==> src/rtl/nic8_mem_arbiter.sv <==
// nic8_mem_arbiter: shares the nic8 RAM between the CPU (priority) and a host port with a starvation guard.
// Optional NIC8_ARB_HALT_EN adds host_halt/cpu_halted so the host can freeze the CPU outright.
module nic8_mem_arbiter #(
    parameter int ADDR_W     = 8,
    parameter int DATA_W     = 8,
    parameter int STARVE_MAX = 4
) (
    input  logic              clk,
    input  logic              rst_n,
    input  logic              cpu_req,
    input  logic              cpu_we,
    input  logic [ADDR_W-1:0] cpu_addr,
    input  logic [DATA_W-1:0] cpu_wdata,
    output logic [DATA_W-1:0] cpu_rdata,
    output logic              cpu_stall,
    input  logic              host_req,
    input  logic              host_we,
    input  logic [ADDR_W-1:0] host_addr,
    input  logic [DATA_W-1:0] host_wdata,
    output logic [DATA_W-1:0] host_rdata,
    output logic              host_ack,
    output logic [ADDR_W-1:0] ram_addr,
    output logic              ram_we,
    output logic [DATA_W-1:0] ram_wdata,
`ifdef NIC8_ARB_HALT_EN
    input  logic              host_halt,
    output logic              cpu_halted,
`endif
    input  logic [DATA_W-1:0] ram_rdata
);
    typedef enum logic [1:0] {IDLE = 2'd0, WAIT = 2'd1, ACK = 2'd2} state_t;
    state_t state;
    logic [3:0] starveCnt;
    logic halt, starved, hostGrant;
`ifdef NIC8_ARB_HALT_EN
    assign halt = host_halt;
`else
    assign halt = 1'b0;
`endif
    assign starved   = starveCnt == 4'(STARVE_MAX);
    // ACK ignores host_req so a request still held while its ack is visible is not serviced twice
    assign hostGrant = rst_n && state != ACK && host_req && (!cpu_req || starved || halt);
    assign cpu_stall = rst_n && ((hostGrant && cpu_req) || halt);
    assign ram_addr  = hostGrant ? host_addr : cpu_addr;
    assign ram_wdata = hostGrant ? host_wdata : cpu_wdata;
    assign ram_we    = hostGrant ? host_we : rst_n && cpu_req && cpu_we && !cpu_stall;
    assign cpu_rdata = ram_rdata;

    always_ff @(posedge clk) begin
        if (!rst_n) begin
            state      <= IDLE;
            starveCnt  <= 4'd0;
            host_ack   <= 1'b0;
            host_rdata <= '0;
        end else begin
            state     <= hostGrant ? ACK : (state != ACK && host_req) ? WAIT : IDLE;
            host_ack  <= hostGrant;
            starveCnt <= (hostGrant || !host_req) ? 4'd0 : starved ? starveCnt : starveCnt + 4'd1;
            if (hostGrant && !host_we)
                host_rdata <= ram_rdata;
        end
    end

`ifdef NIC8_ARB_HALT_EN
    always_ff @(posedge clk)
        cpu_halted <= rst_n && host_halt;
`endif
endmodule

==> config.mk <==
export PLATFORM = sky130hd
export DESIGN_NAME = nic8_mem_arbiter
export DESIGN_NICKNAME = d
export VERILOG_FILES = /design/src/rtl/nic8_mem_arbiter.sv
export SDC_FILE = /design/constraint.sdc
export NUM_CORES = 1
export LEC_CHECK = 0
export CORE_MARGIN = 5
export CORE_UTILIZATION = 31
export DETAILED_ROUTE_END_ITERATION = 6
export PLACE_DENSITY_LB_ADDON = 0.1
export SYNTH_ARGS = -nofsm -noshare
export SYNTH_HDL_FRONTEND = slang
export SYNTH_SLANG_ARGS = --single-unit
==> constraint.sdc <==
create_clock -name clk -period 2.9 [get_ports clk]
set_clock_uncertainty 0.2 [all_clocks]
set_input_delay 0.58 -clock clk [delete_from_list [all_inputs] [get_ports clk]]
set_output_delay 0.58 -clock clk [all_outputs]
set_load 0.03 [all_outputs]
==> results of run 1 <==
-- worst register-to-register path, stage by stage, from the launching register on --
cell      delay, ps
dfxtp_1         320
inv_1            90
ha_4            160
nand3b_4        100
buf_4           170
a2111o_1        600
mux2i_1         190
-- layout by cell type, fill, tap and decap left out --
cell type         n
clkbuf_4          3
o311ai_0          2
nor3_1            2
mux2_1            1
clkbuf_8          1
buf_4            15
and3b_2           1
buf_12            2
mux2i_1           9
a2111o_1          1
a211oi_1          1
dlygate4sd2_1     1
nor2_1            1
clkdlybuf4s50_1  59
o2bb2ai_1         1
xnor2_1           1
dlymetal6s2s_1    2
a211oi_4          1
inv_1            10
buf_2            11
dfxtp_1          14
nor2b_1           1
nor4_1            2
mux2_2           14
inv_2             1
a21oi_1           2
nand2_1           8
ha_4              1
o211ai_1          2
nand3b_4          1
buf_16            1
mux2_4            1
nand2_2           1
buf_6             4
ha_1              1
nand3_1           2
-- worst paths after layout --
path	slack [ps]	cells after the start	from	endpoint
max	110	8	starveCnt[1]	ram_wdata[0]
min	260	2	host_rdata[1]	host_rdata[1]
max reg2reg	950	6	starveCnt[1]	host_rdata[5]
min reg2reg	260	2	host_rdata[1]	host_rdata[1]
-- registers in the layout (all words and copies together) (netlist names) --
signal / cells
host_rdata: 8
state: 1
starveCnt: 4
host_ack: 1
-- cells in the mapped netlist --
cell type  count
and3b_2        1
a21oi_1        2
nand2_1        8
dfxtp_1       14
buf_4         10
inv_1         11
buf_2          2
buf_6          1
o211ai_1       2
nor2b_1        1
mux2_1         1
nor3_1         2
nand3b_4       1
mux2i_1        9
clkbuf_1       1
o311ai_0       2
xnor2_1        1
a211oi_2       1
nand2_2        1
a211oi_1       1
ha_1           2
o2bb2ai_1      1
a2111o_1       1
mux2_2        15
nand3_1        2
nor2_1         1
nor4_1         2
-- layer usage --
metal | vias to the layer above | part of all wire [%] | GRT usage [%]
li1 | 495 | - | -
met1 | 448 | 38 | 17.0
met2 | 52 | 52 | 29.0
met3 | 4 | 8.7 | 3.85
met4 | 0 | 1.3 | 5.54
met5 | - | 0 | 0
-- per-stage QoR --
step	total power, mW	setup slack (ps)	hold slack, ps	instances	area (sq um)
final	0.579	108	262	212	1820
after global routing	0.608	-11.6	293	212	1820
after CTS	0.579	1.99	269	211	1780
after detailed placement	0.444	-483	260	203	1750
after global placement	0.441	-471	244	203	1750
after floorplan	0.318	128	306	96	917
-- where the power goes --
group          internal [mW]  switching (mW)
registers              0.199         0.00336
logic                  0.127           0.109
clock network         0.0764          0.0645
-- repair_timing --
| action | CTS | global route |
|---|---|---|
| resized for setup | 88 | 13 |
| hold endpoints to repair | 0 | 0 |
| buffers inserted | 3 | 1 |
| setup endpoints to repair | 17 | 17 |
| cloned | 1 | 0 |
| pin swaps | 1 | 1 |
-- cell type report --
type | instances | area [sq um]
flip-flops and latches | 14 | 280
well taps | 31 | 38.8
fillers | 238 | 985
inverters | 11 | 41.3
clock buffers | 4 | 36.3
repair buffers | 95 | 905
multi-input cells | 57 | 519
-- logic make-up (layout without fill, tap and decap cells) --
group | Yosys count | after routing | synth area share [%]
flip-flops | 14 | 14 | 30.6
XOR/XNOR | 1 | 1 | 0.955
AO/OA/AOI/OAI | 10 | 10 | 9.00
buffers and inverters | 25 | 110 | 15.4
adder cells (fa/ha/maj) | 2 | 2 | 2.73
multiplexers | 25 | 25 | 29.5
AND/OR/NAND/NOR | 19 | 19 | 11.9
==> results.ini, run 1 <==
[outcome]
status=finished, final reports clean

[route]
viasPerCell=4.71
wl_um=3070
drt_iter0_drc=15
firstDrtPassIters=4
detail_route.drc_violations=0
vias=999
wl_per_cell_um=14.5
antenna_left=0

[power]
power_density_mw_per_mm2=318
p_leak_nw=0.829
ir_drop_uv=160

[logic_synthesis]
synth_largest_area_cell=dfxtp_1
yosys-top-cells-area=dfxtp_1 (31%), mux2_2 (18%), mux2i_1 (9.8%)
ys_types=27
synth_area_sq_um=917
synth_cells=96
postSynthAreaPerCell_sq_um=9.55
ys_ff_latch=14
yosysWarnings=0
synth_seq_area_share_pct=30.6
syn_nets=144
yosysTopAreaCellShare_pct=30.6

[floorplan]
die-area_sq_mm=0.00415
fp.dieW_um=64.4
initial_core_util_pct=32.7
fp.dieH_um=64.4
design.core.area_sq_mm=0.00281
num_rows=19
io_pins=81

[global_routing]
antenna_found_initial=0
grt_use_total_pct=15.6
first_global_vias=1160
grt_max_degree=13
grt_pass1_wl_um=5110
globalRouteOverflowTotal=0

[setup_path]
critPathCaptureType=output pin
crit_slowest_cell=dfxtp_1
crit_fanout=9
crit_buf_inv=4
cp_data_required_time_ps=2120
worst-setup-path-type=reg2out
critPathArrivalTime_ps=2010
worstPathCellList=inv_1 > ha_4 > nand3b_4 > a211oi_4 > buf_6 > buf_12 > mux2_2 > buf_2
crit_family=buffers and inverters
crit_path_max_incr_delay_ps=320
worst_setup_path_start_kind=register

[clocking]
hold_buffers=0
cts_max_level=1
cts_sinks=14
clockBufferDepth=2
clk_latency_ps=280
cts_made_buffers=3
clk_pin_slew_worst_paths_ps=90
cts_tree=built
clk_root_buffer_cell=clkbuf_4

[finish]
diodes=0
fin_util_pct=64.9
layout-drive-gt1-share_pct=32.0
area_delta_synth_final_pct=98.5
fin_nets=230

[timing]
slew_headroom_pct=71.4
tightest_slew_ps=423
drv_slew=0
rsz0062_at_grt=true
final-hold-violation-count=0
fin_crit_sh_pct=96.3
fmax_mhz=358
fin_crit_ps=2790
fin_tns_setup_ps=0
setup_viol=0

[flow_run]
drv_cap=0

[worst_hold_path]
min_path_type=reg2reg

[place]
dp_hpwl_um=2510
place_congestion=0.706
port_buffers=80

Note: power is estimated with default switching activity, not from simulation.
==> inputs of run 2 (changes only) <==
==> constraint.sdc (replaced) <==
create_clock -name clk -period 2.8 [get_ports clk]
set_clock_uncertainty 0.2 [all_clocks]
set_input_delay 0.56 -clock clk [delete_from_list [all_inputs] [get_ports clk]]
set_output_delay 0.56 -clock clk [all_outputs]
set_load 0.03 [all_outputs]
==> results.ini, run 2 (synthesis results as in run 1) <==
[timing]
fin_crit_ps=2720
drv_slew=0  ; unchanged
slew_headroom_pct=69.2  ; -2.2 points
tightest_slew_ps=462  ; +38.6 ps
fmax_mhz=368
setup_viol=0  ; unchanged
final-hold-violation-count=0  ; unchanged
fin_crit_sh_pct=97.1

[power]
switching_power_mw=0.182  ; +3.2%
pwr-share-seq_pct=34.1  ; -0.8 points
power_density_mw_per_mm2=324  ; +1.9%
ir_drop_uv=148  ; -7.4%
p_sw_share_pct=29.7  ; -0.80 points
clockPowerShare_pct=23.0  ; -1.3 points
p_leak_nw=0.841  ; +1.4%
p_total_mw=0.614  ; +6.0%
p_int_mw=0.431  ; +7.2%
pwr-share-comb_pct=42.9  ; +2.1 points

[finish]
area_delta_synth_final_pct=106
largest_reg_flops=8  ; unchanged
final_common_cell=clkdlybuf4s50_1
diodes=0  ; unchanged
mostFrequentLayoutCells=clkdlybuf4s50_1 (59), buf_6 (18), mux2_2 (14), dfxtp_1 (14), buf_4 (12)
reg.largest.list=host_rdata (8), starveCnt (4)
fin_nets=230  ; unchanged
layout-drive-gt1-share_pct=32.0  ; unchanged
regMostFlops=host_rdata
fin_cells=212  ; unchanged

[route]
antenna_left=0  ; unchanged
viasPerCell=4.83  ; +2.6%
drt_iter0_drc=25  ; +10
detail_route.drc_violations=0  ; unchanged
wl_per_cell_um=14.8  ; +1.9%
vias=1025  ; +2.6%
wl_um=3130  ; +1.9%
firstDrtPassIters=4  ; unchanged

[global_routing]
grt_use_total_pct=15.5  ; -0.098 points
grt_max_degree=13  ; unchanged
grt_pass1_wl_um=5000  ; -2.3%
first_global_vias=1149  ; -0.95%
globalRouteOverflowTotal=0  ; unchanged
antenna_found_initial=0  ; unchanged

[setup_path]
crit_family=buffers and inverters
worstPathCellList=inv_1 > ha_4 > nand3b_4 > a211oi_4 > buf_6 > buf_12 > mux2_2 > buf_6
cp_common_cell=buf_6
worst_setup_path_start_kind=register
crit_slowest_cell=mux2_2
crit_fanout=9  ; unchanged
critPathCaptureType=output pin
crit_buf_inv=4  ; unchanged
cp_data_required_time_ps=2040  ; -80 ps
critPathArrivalTime_ps=1960  ; -50 ps
rrSetupSlack_ps=850  ; -100 ps
worst-setup-path-type=reg2out
crit_path_max_incr_delay_ps=340  ; +20 ps

[clocking]
clk_root_buffer_cell=clkbuf_4
cts_tree=built
clk_latency_ps=270  ; about the same
cts_made_buffers=3  ; unchanged
clockBufferDepth=2  ; unchanged
cts_max_level=1  ; unchanged
hold_buffers=0  ; unchanged
clk_pin_slew_worst_paths_ps=80  ; about the same
cts_sinks=14  ; unchanged

[flow_run]
drv_cap=0  ; unchanged

[floorplan]
fp.dieH_um=64.4  ; unchanged
io_pins=81  ; unchanged
die-area_sq_mm=0.00415  ; unchanged
initial_core_util_pct=32.7  ; unchanged
num_rows=19  ; unchanged
design.core.area_sq_mm=0.00281  ; unchanged
fp.dieW_um=64.4  ; unchanged

[place]
port_buffers=80  ; unchanged
dp.cells=204  ; +0.49%
place_congestion=0.721  ; +2.0%
dp_hpwl_um=2460  ; -1.9%

[outcome]
status=finished, final reports clean

[worst_hold_path]
min_path_type=reg2reg

-- run 2: cell types whose count changed in the layout (fill, tap and decap cells not counted), sizes merged --
cell | before | now
dlymetal6s2s | 2 | 0
dlygate4sd2 | 1 | 3
-- run 2: metal layers --
layer	track usage [%]	routed length (um)	up-vias
li1	-	-	495
met1	16.1	1200	469
met2	27.4	1580	57
met3	6.65	315	4
met4	6.07	28	0
met5	0	0	-
-- run 2: worst paths after layout --
check / startpoint / to / cells past startpoint
setup reg to reg: starveCnt[1] / host_rdata[6] / 6
hold / removal: host_rdata[3] / host_rdata[3] / 2
setup / recovery: starveCnt[1] / ram_wdata[0] / 8
hold reg to reg: host_rdata[3] / host_rdata[3] / 2
-- run 2: area by class of cell --
type | count | area [sq um]
Clock buffer | 4 | 36.3
Multi-Input combinational cell | 57 | 519
Timing Repair Buffer | 95 | 977
Tap cell | 31 | 38.8
Sequential cell | 14 | 280
Inverter | 11 | 41.3
Fill cell | 230 | 912
-- run 2: metrics by stage --
step / setup slack, ps / setup TNS [ps] / hold WS, ps / util [%] / area [sq um]
5_1_grt: -0.191 / -0.191 / 288 / 67.5 / 1890
4_1_cts: 14.9 / 0 / 268 / 67.1 / 1880
2_1_floorplan: 67.6 / 0 / 306 / - / 917
3_5_place_dp: -564 / -8720 / 256 / 62.7 / 1760
6_report: 81.8 / 0 / 262 / 67.5 / 1890
3_3_place_gp: -532 / -8280 / 244 / 62.7 / 1760
-- run 2: repair_timing --
action                                  CTS  global route
setup buffers                             3             0
gates resized for setup                 121             2
pin swaps                                 1             2
gates cloned                              1             0
endpoints found under the setup margin   17            17
-- run 2: worst reg2reg max path: stages (launching register included) --
cell      delay [ps]
dfxtp_1          320
inv_1             90
ha_4             150
nand3b_4          90
buf_4            170
a2111o_1         620
mux2i_1          190
-- run 2: power by group through the flow --
stage / combinational (mW) / clock, mW / sequential [mW]
floorplan: 0.105 / 0 / 0.224
global placement: 0.243 / 0 / 0.214
detailed placement: 0.246 / 0 / 0.214
CTS: 0.263 / 0.148 / 0.209
global route: 0.278 / 0.155 / 0.211
finish: 0.263 / 0.141 / 0.209
==> RTL change 1 (config.mk and constraints of run 2) <==
Add a define of `NIC8_ARB_HALT_EN`.
--- a/src/rtl/nic8_mem_arbiter.sv
+++ b/src/rtl/nic8_mem_arbiter.sv
@@ -1,4 +1,6 @@
 // nic8_mem_arbiter: shares the nic8 RAM between the CPU (priority) and a host port with a starvation guard.
 // Optional NIC8_ARB_HALT_EN adds host_halt/cpu_halted so the host can freeze the CPU outright.
+`define NIC8_ARB_HALT_EN
+
 module nic8_mem_arbiter #(
     parameter int ADDR_W     = 8,
Interface: changed (added cpu_halted and host_halt); port bits go from 81 to 83. No check against the original RTL was run, so the function may have changed too.
==> RTL change 1 against run 2 <==
  * Sequential cell count is 1 higher
  * Cell area is 1.2% higher
  * Cell count is 1.4% higher
  * Synthesized cell count is 1.0% lower
  * Critical path type is now input pin to output port
  * Via count is 7.2% lower
  * Sequential share of layout area is 0.87 points higher
  * Synthesized area is 2.9% higher
  * Power is 5.3% higher
  * First-iteration DRC count is 64% lower
  * Sequential power is 9% higher
  * Wire length is 1.2% lower
  * Setup slack worse by 14 ps
==> RTL change 1: results (changes against run 2) <==
{
  "grt_use_total": {"value": 14.4, "unit": "%", "change": "was 15.5%"},
  "postSynthAreaPerCell": {"value": 9.93, "unit": "µm²", "change": "was 9.55 µm²"},
  "number_of_placed_instances_with_taps_included": {"value": 208, "change": "was 204"},
  "post_route_cells_drive_above_1_share": {"value": 33.0, "unit": "%", "change": "was 32.0%"},
  "proportion_of_synthesized_area_in_mux_cells": {"value": 29.7, "unit": "%", "change": "was 29.5%"},
  "yosys.area_share.xor_xnor": {"value": 1.86, "unit": "%", "change": "was 0.955%"},
  "crit_fanout": {"value": 6, "change": "was 9"},
  "dpl_hpwl": {"value": 2.52, "unit": "mm", "change": "was 2.46 mm"},
  "place.port_buffers": {"value": 82, "change": "was 80"},
  "crit-reg2reg-capture": {"value": "host_rdata[5]$_SDFFE_PN0P_", "change": "was host_rdata[6]$_SDFFE_PN0P_"},
  "route.vias.total": {"value": 951, "change": "was 1,025"},
  "nMultiInputCombCells": {"value": 58, "change": "was 57"},
  "dr.first_iter.drc_count": {"value": 9, "change": "was 25"},
  "syn_inst": {"value": 95, "change": "was 96"},
  "run_status": {"value": "finished clean", "change": "unchanged"},
  "post-cts-setup-buffer-count": {"value": 2, "change": "was 3"},
  "clk_tree_area_share": {"value": 1.44, "unit": "%", "change": "was 1.92%"},
  "inverters": {"value": 10, "change": "was 11"},
  "grt_start_max_net_pins": {"value": 11, "change": "was 13"},
  "nNetsFinal": {"value": 232, "change": "was 230"},
  "regToRegStartpoint": {"value": "starveCnt[0]$_SDFFE_PP0N_", "change": "was starveCnt[1]$_SDFFE_PP0N_"},
  "drt_first_pass_iters": {"value": 3, "change": "was 4"},
  "synthTopCellsByArea": {"value": "sky130_fd_sc_hd__dfxtp_1 (32%), sky130_fd_sc_hd__mux2_2 (19%), sky130_fd_sc_hd__mux2i_1 (11%)", "change": "was sky130_fd_sc_hd__dfxtp_1 (31%), sky130_fd_sc_hd__mux2_2 (18%), sky130_fd_sc_hd__mux2i_1 (9.8%)"},
  "synth_top_area_share": {"value": 31.8, "unit": "%", "change": "was 30.6%"},
  "synth_common_cells": {"value": "sky130_fd_sc_hd__mux2_2 (16), sky130_fd_sc_hd__dfxtp_1 (15), sky130_fd_sc_hd__inv_1 (10), sky130_fd_sc_hd__mux2i_1 (10), sky130_fd_sc_hd__nand2_1 (10)", "change": "was sky130_fd_sc_hd__mux2_2 (15), sky130_fd_sc_hd__dfxtp_1 (14), sky130_fd_sc_hd__inv_1 (11)"},
  "worst_pin_slew": {"value": 443, "unit": "ps", "change": "was 462 ps"},
  "whs": {"value": 262, "unit": "ps", "change": "about the same"},
  "min-delay-start": {"value": "host_rdata[1]$_SDFFE_PN0P_", "change": "was host_rdata[3]$_SDFFE_PN0P_"},
  "power.static_leakage": {"value": 0.885, "unit": "nW", "change": "was 0.841 nW"},
  "postCtsResizedCells": {"value": 134, "change": "was 121"}
}
## RTL change 1: cell types whose count changed in the layout (fill, tap and decap cells not counted), sizes merged, moves of 2 or more
cell / change
a21oi: -2
and2b: +2
buf: -2
nor3: +3
nor4: -2
o211ai: -2
o311ai: -2
## RTL change 1: power breakdown
part / switching (W) / total (W) / internal (W)
logic: 0.000133 / 0.000298 / 0.000165
clock network: 0.0000693 / 0.000122 / 0.0000529
registers: 0.00000432 / 0.000227 / 0.000222
total: 0.000206 / 0.000646 / 0.000440
## RTL change 1: worst min-delay path: cells and delay by family, from the launching register on
family / cells / cell delay [ps]
multiplexers: 1 / 50
flip-flops: 1 / 320
AND/OR/NAND/NOR: 1 / 50
## RTL change 1: metal layers
metal	vias to the layer above	wire length, µm	GRT usage (%)
met4	0	0	3.11
met2	40	1640	26.9
met1	421	1140	15.3
met5	-	0	0
li1	490	-	-
met3	0	309	5.13
## RTL change 1: worst max path at each step
stage | depth (start not counted) | start | end
CTS | 7 | starveCnt[0]$_SDFFE_PP0N_ | ram_wdata[5]
global placement | 6 | host_halt | ram_addr[3]
floorplan | 4 | host_halt | ram_addr[0]
finish | 6 | cpu_req | ram_addr[6]
global route | 7 | starveCnt[0]$_SDFFE_PP0N_ | ram_wdata[5]
detailed placement | 6 | host_halt | ram_addr[6]
## RTL change 1: through the flow
step | utilization [%] | cell area (µm²) | worst slack (ps)
final | 64.3 | 1920 | 67.9
after global routing | 64.3 | 1920 | 2.62
after CTS | 63.9 | 1900 | 17.3
after detailed placement | 59.7 | 1780 | -652
after global placement | 59.7 | 1780 | -626
after floorplan | - | 943 | 305
==> RTL change 2 (flow settings as in run 2) <==
Without the edit above. Encoding of `state_t`: now one-hot (3 bits for 3 states).
--- a/src/rtl/nic8_mem_arbiter.sv
+++ b/src/rtl/nic8_mem_arbiter.sv
@@ -29,5 +29,5 @@
     input  logic [DATA_W-1:0] ram_rdata
 );
-    typedef enum logic [1:0] {IDLE = 2'd0, WAIT = 2'd1, ACK = 2'd2} state_t;
+    typedef enum logic [2:0] {IDLE = 3'b001, WAIT = 3'b010, ACK = 3'b100} state_t;
     state_t state;
     logic [3:0] starveCnt;
Check against the original RTL: no difference found for any inputs over 10 cycles, from zero or initial values and one cycle with rst_n low; not proved beyond that.
==> RTL change 2 against run 2 <==
  * Maximum frequency fell by 0.15%
  * Highest routed layer is now met3
  * Critical endpoint is now ram_addr[2]
  * Die area increased by 2.2%
  * Clock power down 12%
  * Setup slack got worse by 4.0 ps
  * Power fell by 2.9%
  * Sequential cell count rose by 1
  * Combinational power shrank 6%
  * Worst hold slack better by 0.84 ps
  * Synthesized area rose by 2.6%
  * Cell area down 2.8%
  * First-iteration DRC count shrank 24%
  * Wire length shrank 1.9%
  * Critical path type unchanged
==> RTL change 2: results (changes against run 2) <==
{
  "gp_congestion": {"value": 0.788, "change": "was 0.721"},
  "crit_end": {"value": "ram_addr[2]", "change": "was ram_wdata[0]"},
  "power.ir.vdd_worst": {"value": 230, "unit": "µV", "change": "was 148 µV"},
  "proportion_of_synthesized_area_in_mux_cells": {"value": 28.7, "unit": "%", "change": "was 29.5%"},
  "number_of_placed_instances_with_taps_included": {"value": 207, "change": "was 204"},
  "syn_inst": {"value": 97, "change": "was 96"},
  "synth_sequential_area_ratio": {"value": 31.9, "unit": "%", "change": "was 30.6%"},
  "worst_pin_slew": {"value": 427, "unit": "ps", "change": "was 462 ps"},
  "yosysUniqueCellTypes": {"value": 25, "change": "was 27"},
  "run_status": {"value": "finished clean", "change": "unchanged"},
  "met3_routed_wl": {"value": 254, "unit": "µm", "change": "was 315 µm"},
  "yosys.area_share.xor_xnor": {"value": 0.931, "unit": "%", "change": "was 0.955%"},
  "combinationalPower": {"value": 0.000247, "unit": "W", "change": "was 0.000263 W"},
  "min-delay-start": {"value": "host_rdata[0]$_SDFFE_PN0P_", "change": "was host_rdata[3]$_SDFFE_PN0P_"},
  "grt_use_total": {"value": 14.6, "unit": "%", "change": "was 15.5%"},
  "post-route-period-util": {"value": 97.2, "unit": "%", "change": "was 97.1%"},
  "drt_first_pass_iters": {"value": 3, "change": "was 4"},
  "finalPower": {"value": 0.000596, "unit": "W", "change": "was 0.000614 W"},
  "routedLengthMet1": {"value": 1.14, "unit": "mm", "change": "was 1.20 mm"},
  "crit_fanout": {"value": 8, "change": "was 9"},
  "timing.critical_path.from": {"value": "starveCnt[0]$_SDFFE_PP0N_", "change": "was starveCnt[1]$_SDFFE_PP0N_"},
  "layout_top_registers": {"value": "host_rdata: 8 flops, starveCnt: 4 flops, state: 2 flops", "change": "was host_rdata: 8 flops, starveCnt: 4 flops"},
  "route.detailed.vias_per_inst": {"value": 4.62, "change": "was 4.83"},
  "postSynthNetCount": {"value": 145, "change": "was 144"},
  "groute.layer.met2.usage": {"value": 27.2, "unit": "%", "change": "was 27.4%"},
  "switching_power": {"value": 0.000185, "unit": "W", "change": "was 0.000182 W"},
  "dr.first_iter.drc_count": {"value": 19, "change": "was 25"},
  "grt_first_pass_wirelength": {"value": 4.82, "unit": "mm", "change": "was 5.00 mm"}
}
-- RTL change 2: changes by cell type after synthesis, moves of 2 or more --
| cell | change |
|---|---|
| sky130_fd_sc_hd__nor4_1 | -2 |
| sky130_fd_sc_hd__o211ai_1 | -2 |
| sky130_fd_sc_hd__a21oi_1 | -2 |
| sky130_fd_sc_hd__buf_2 | -2 |
| sky130_fd_sc_hd__nand4_1 | +2 |
| sky130_fd_sc_hd__o311ai_0 | -2 |
| sky130_fd_sc_hd__nor3_1 | +3 |
-- RTL change 2: kinds of logic after synthesis --
group	count (synthesis)
simple gates	25
compound gates	6
xor+xnor	1
flops	15
mux	25
buf+inv	23
fa+ha+maj	2
-- RTL change 2: cell type report --
| type | instances | area, µm² |
|---|---|---|
| fillers | 275 | 1140 |
| repair buffers | 94 | 897 |
| multi-input cells | 59 | 532 |
| flip-flops and latches | 15 | 302 |
| inverters | 11 | 41.3 |
| well taps | 33 | 41.3 |
| clock buffers | 4 | 26.3 |
